**config.mk**
```make
export PLATFORM = sky130hd
export DESIGN_NAME = neuron_mac_sequencer
export DESIGN_NICKNAME = d
export VERILOG_FILES = /design/src/rtl/nn_alu_pkg.sv /design/src/rtl/neuron_mac_sequencer.sv
export SDC_FILE = /design/constraint.sdc
export NUM_CORES = 1
export LEC_CHECK = 0
export CORE_MARGIN = 2
export CORE_UTILIZATION = 40
export CTS_CLUSTER_DIAMETER = 100
export DETAILED_ROUTE_END_ITERATION = 16
export GPL_ROUTABILITY_DRIVEN = 0
export PLACE_DENSITY_LB_ADDON = 0.15
export SLEW_MARGIN = 20
export SYNTH_ARGS = -nofsm -noshare
export SYNTH_HDL_FRONTEND = slang
export SYNTH_SLANG_ARGS = --single-unit
```
**constraint.sdc**
```tcl
create_clock -name clk -period 3.7 [get_ports clk]
set_input_delay 0.555 -clock clk [delete_from_list [all_inputs] [get_ports clk]]
set_output_delay 0.555 -clock clk [all_outputs]
set_load 0.01 [all_outputs]
```
**src/rtl/nn_alu_pkg.sv**
```systemverilog
// Shared definitions for the two-stage neuron ALU and its issuing sequencer:
// opcode constants, sequencer state encoding and the default datapath width.
package nn_alu_pkg;

  localparam int NBITS_DEFAULT = 32;

  localparam logic [2:0] ALU_ADD  = 3'b000;
  localparam logic [2:0] ALU_MUL  = 3'b001;
  localparam logic [2:0] ALU_SGE  = 3'b010;
  localparam logic [2:0] ALU_PASS = 3'b111;

  typedef enum logic [1:0] {
    ST_IDLE  = 2'd0,
    ST_ACCUM = 2'd1,
    ST_DONE  = 2'd2
  } seq_state_t;

endpackage

```
**src/rtl/neuron_mac_sequencer.sv**
```systemverilog
// Streams (input, weight) pairs through the external ALU as acc + x*w,
// then presents the final sum with a step activation on a valid/ready port.
module neuron_mac_sequencer
  import nn_alu_pkg::*;
#(
  parameter int NBITS = NBITS_DEFAULT,
  parameter int CNT_W = 8
) (
  input  logic             clk,
  input  logic             rst,
  input  logic             start,
  input  logic [CNT_W-1:0] num_terms,
  input  logic [NBITS-1:0] bias,
  input  logic             in_valid,
  output logic             in_ready,
  input  logic [NBITS-1:0] in_a,
  input  logic [NBITS-1:0] in_b,
  output logic [NBITS-1:0] alu_src_a,
  output logic [NBITS-1:0] alu_src_b,
  output logic [NBITS-1:0] alu_src_c,
  output logic [2:0]       alu1_ctrl,
  output logic [2:0]       alu2_ctrl,
  input  logic [NBITS-1:0] alu_result,
  output logic             out_valid,
  input  logic             out_ready,
  output logic [NBITS-1:0] out_sum,
  output logic             out_act,
  output logic             busy
);

  // Handshakes: a transfer happens on a rising edge where valid & ready are
  // both high; the sender holds data stable while valid is high and ready low.

  seq_state_t       state_q, state_d;
  logic [NBITS-1:0] acc_q, acc_d;
  logic [CNT_W-1:0] count_q, count_d;
  logic [NBITS-1:0] sum_d;
  logic             act_d;

  always_ff @(posedge clk or posedge rst) begin
    if (rst) begin
      state_q   <= ST_IDLE;
      acc_q     <= '0;
      count_q   <= '0;
      out_sum   <= '0;
      out_act   <= 1'b0;
      out_valid <= 1'b0;
      busy      <= 1'b0;
    end else begin
      state_q   <= state_d;
      acc_q     <= acc_d;
      count_q   <= count_d;
      out_sum   <= sum_d;
      out_act   <= act_d;
      out_valid <= (state_d == ST_DONE);
      busy      <= (state_d != ST_IDLE);
    end
  end

  always_comb begin
    state_d   = state_q;
    acc_d     = acc_q;
    count_d   = count_q;
    sum_d     = out_sum;
    act_d     = out_act;
    in_ready  = 1'b0;
    alu_src_a = '0;
    alu_src_b = '0;
    alu_src_c = '0;
    alu1_ctrl = ALU_PASS;
    alu2_ctrl = ALU_PASS;
    case (state_q)
      ST_IDLE: begin
        if (start) begin
          acc_d   = bias;
          count_d = num_terms;
          if (num_terms == '0) begin
            state_d = ST_DONE;
            sum_d   = bias;
            act_d   = ~bias[NBITS-1];
          end else begin
            state_d = ST_ACCUM;
          end
        end
      end
      ST_ACCUM: begin
        in_ready = 1'b1;
        // The ALU is only driven with real operands on a handshake cycle.
        if (in_valid) begin
          alu_src_a = in_a;
          alu_src_b = in_b;
          alu_src_c = acc_q;
          alu1_ctrl = ALU_MUL;
          alu2_ctrl = ALU_ADD;
          acc_d     = alu_result;
          count_d   = count_q - CNT_W'(1);
          if (count_q == CNT_W'(1)) begin
            state_d = ST_DONE;
            sum_d   = alu_result;
            act_d   = ~alu_result[NBITS-1];
          end
        end
      end
      ST_DONE: begin
        if (out_ready) state_d = ST_IDLE;
      end
      default: state_d = ST_IDLE;
    endcase
  end

endmodule
```
=== Word-level counts from Yosys, hierarchy flattened ===
Index checks and enable logic that the tools add are counted.

* Register bits: 77
* Input bits: 141
* Logic and storage cells: 57

* $add $sub $neg: 1
* Eq/ne operators: 8
* Muxes and demuxes: 33
* Bitwise gates (word level): 2
* Reduce and logical (&&, ||, !) cells: 6

{| class="wikitable"
|+ Operator list
! cell !! count
|-
| 32-bit two-way mux || 12
|-
| 32-bit one-hot mux with 2 select lines || 2
|-
| 8-bit two-way mux || 2
|-
| 8-bit one-hot mux with 2 select lines || 1
|-
| 3-bit two-way mux || 4
|-
| 2-bit two-way mux || 5
|-
| 8-bit by 1-bit == test with 1-bit output, second input constant || 1
|-
| 8-bit logical NOT || 1
|-
| 2-bit inequality test, second input constant || 4
|-
| 8-bit by 1-bit subtractor with 8-bit output, second input constant || 1
|-
| 2-bit one-hot mux with 3 select lines || 1
|-
| 1-bit two-way mux || 5
|-
| 5-bit AND reduction || 1
|-
| 2-bit == test, second input constant || 2
|-
| 2-bit nonzero test || 2
|-
| 3-bit AND reduction || 1
|-
| 2-bit by 1-bit == test with 1-bit output, second input constant || 1
|-
| 2-bit logical NOT || 1
|-
| 1-bit NOT || 2
|-
| 1-bit one-hot mux with 2 select lines || 1
|}

=== Depth between registers and ports, before layout ===
* Depth after elaboration: 5
* Gate-level depth with buffers: 8

=== Worst setup path after synthesis ===
No wires, ideal clock.

* Kind: flip-flop to output port
* From: reg state_q[1]
* To: out alu1_ctrl[2]
* Data arrival time: 1,671 ps
* Required time: 3,145 ps
* Setup slack: 1,474 ps
* Stages on the path, launching flop included: 7
* Path buffers: 3
* Path through: dfrtp_1 nand2b_1 inv_1 clkbuf_1 clkbuf_1 nand2_1 buf_4

* Cells in the longest elaborated chain, start to end: 2

{| class="wikitable"
|+ Ends and longest elaborated chain
! item !! line !! source
|-
| start, declared || neuron_mac_sequencer.sv:34 || <nowiki>seq_state_t state_q, state_d;</nowiki>
|-
| start signal, assigned || neuron_mac_sequencer.sv:50 || <nowiki>state_q <= state_d;</nowiki>
|-
| 2-bit by 1-bit == test with 1-bit output || neuron_mac_sequencer.sv:72 || <nowiki>case (state_q)</nowiki>
|-
| 3-bit two-way mux || neuron_mac_sequencer.sv:72 ||
|-
| end, declared || neuron_mac_sequencer.sv:21 || <nowiki>output logic [2:0] alu1_ctrl,</nowiki>
|}

Every way passes these cells.

=== Worst setup path after layout ===
Same ends and word-level chain as after synthesis.

==> metrics.txt <==
status=finished, final reports clean; Commonest cells post-synth=and3_1 (96), dfrtp_1 (77), nand2_1 (76), clkbuf_1 (31), mux2i_1 (30); first-pass GRT wire length=21.7 mm; n_diodes=0; DP Cell Count=822; Startpoint Class=register; DR iter-0 viols=~260; Pwr Total=3.87 mW; Top Ports=279; R2R Path Start=state_q[1]; Max Fclk=291 MHz; GRT Total Usage=between 20 and 25%; DRT antenna net count=0; # hold bufs at CTS=0; grt total ovfl=0; crit end category=primary output; hold_sp=acc_q[23]; number of global-route vias before repair=4306; met1 Track Usage GR=28.1%; Skew-Pair Late Insertion Delay=0.34 ns; synthesized area=0.00428 mm2; Post-synth ARST share=100%; Crit Path Max Fanout=70; worst-margin pin slew=just over 0.9 ns; Starting Density=41.3%; final cell count without fillers=about 840; final setup fails=0; period utilization=92.7%; WP data arrival=2.88 ns; share of cells above drive strength 1=9.00%; EDFF count, synth=0; Clock transition at path regs=0.07 ns; post-cts sizing count=0; core box area=a little over 0.01 mm2; setup_tns=0 ns; Worst Clk Skew=0.00970 ns; Filler Cell Count=809; routed length per placed instance=16.5 um; Setup Buffers After CTS=0; # port buffers=277; Hold EP=acc_q[23]; total of max-cap violations=0; ys flop type=dfrtp_1; CTS tree=built; clk buf depth=2; 1st-pass router iterations=4; antenna violations before repair=0; top cells by area, synth=dfrtp_1 (45%), and3_1 (14%), mux2i_1 (7.0%); pin count of the biggest net entering global routing=71; crit path kind=register to primary output; # clock sinks=77; worst path required time=between 3 and 4 ns; Syn Area/Cell=9.59 um2; register-to-register setup slack=1.04 ns; Syn Inst Count=446; Peak VDD IR=0.327 mV; detailed-route vias per instance=5.00; Rows=37; Pleak=3.44 nW; final-stage net count=840; H-tree Lvls=3; RR Endpoint=out_sum[10]; hpwl dp=10.5 mm; #FFs+latches synth=77; GRT busiest layer=met2; Vias=4180; Worst Hold Depth=2; synthesis warning total=0; Chip Width=107 um; RSZ-0062 raised after global routing=false; drt total wl=roughly 14 mm; Slew HR=38.3%; HP Class=register to register; Power Density=535 mW/mm2; Chip Height=between 100 and 150 um; met3 Use GR=6.36%; Yosys top cell by area=dfrtp_1; min Tclk post-route=3.43 ns; most common cell in the netlist=and3_1; CTS root buf=clkbuf_8; Die Area=0.0115 mm2; Synth cell types=34; # DRC=0; r2r worst-path depth=6; CTS buffer count=9; post-synth top area share=a little under half; GRT met2 Usage=between 40% and 50%; post-synthesis sequential area ratio=45.0%; Net Count, Synth=589; Hold Vio Cnt, Final=0; Final Slew Violations=0; P&R area growth vs syn=69.0%
[critical path, stage by stage (launching register included)]
cell             delay, ns
dfrtp_1               0.41
nand2b_1              0.45
clkinv_2              0.55
buf_12                0.37
nand2_1               0.17
clkdlybuf4s50_1       0.56
[metal layers]
metal | part of all wire [%] | routed length (um)
met3 | 7.6 | 1050
met4 | 3.4 | 472
met5 | 0 | 0
met1 | 39 | 5360
met2 | 50 | 6910
[placed cells by master (no fill, tap or decap), drive strengths merged]
master | Yosys | routed
a21oi | 8 | 8
or3 | 1 | 1
ha | 2 | 2
nor4 | 2 | 2
inv | 18 | 17
nor2 | 10 | 10
buf | 13 | 8
clkinv | 0 | 4
a22oi | 2 | 2
clkdlybuf4s50 | 0 | 276
nand2 | 76 | 76
and3 | 96 | 96
conb | 1 | 1
mux2i | 30 | 30
nand2b | 4 | 4
nor3 | 2 | 2
clkbuf | 31 | 9
o2bb2ai | 2 | 2
o21ai | 24 | 24
or2 | 1 | 1
or3b | 1 | 1
a21o | 1 | 1
o32ai | 2 | 2
o31a | 1 | 1
o22ai | 1 | 1
mux2 | 37 | 37
or4 | 3 | 3
clkinvlp | 0 | 2
dfrtp | 77 | 77
[layout make-up]
type	count	area (um2)	area share, %
clock buffer	9	124	1.71
timing repair buffer	284	2860	39.5
clock inverter	5	30.0	0.415
sequential	77	1930	26.6
multi-input combinational	307	2050	28.4
tap	136	170	2.35
inverter	18	71.3	0.986
[metrics by stage]
step	area, um2	util [%]	hold slack [ns]	worst slack (ns)
2_1_floorplan	4280	-	0.437	1.18
3_3_place_gp	7080	68.3	0.449	0.721
3_5_place_dp	7080	68.3	0.457	0.641
4_1_cts	7230	69.7	0.475	0.267
5_1_grt	7230	69.8	0.509	0.0410
6_report	7230	69.8	0.468	0.269
[state kept, by name, indices dropped and copies added, names as in the netlist]
signal,count
acc_q,32
busy,1
count_q,8
out_act,1
out_sum,32
out_valid,1
state_q,2
[worst max-delay path by stage]
stage                     slack, ns  cells past startpoint        from      endpoint
after floorplan                1.18                      1         rst      acc_q[0]
after global placement         0.72                      5  state_q[1]  alu2_ctrl[1]
after detailed placement       0.64                      5  state_q[1]  alu2_ctrl[1]
after CTS                      0.27                      5  state_q[1]  alu2_ctrl[1]
after global routing           0.04                      5  state_q[1]  alu2_ctrl[1]
final                          0.27                      5  state_q[1]  alu1_ctrl[2]
[where the power goes]
part           leakage (nW)  internal, mW  total (mW)  switching (mW)
clock                0.0767         0.232       0.524           0.292
sequential            0.918          1.15        1.35           0.198
combinational          2.45          1.12        1.99           0.878
total                  3.44          2.50        3.87            1.37
[cell families after synthesis]
logic type / synth area share (%)
AO/OA/AOI/OAI: 5.44
multiplexers: 17.6
buffers and inverters: 7.08
flip-flops: 45.0
adder cells (fa/ha/maj): 0.585
AND/OR/NAND/NOR: 24.2
other: 0.0876
(Power assumes the default switching activity.)
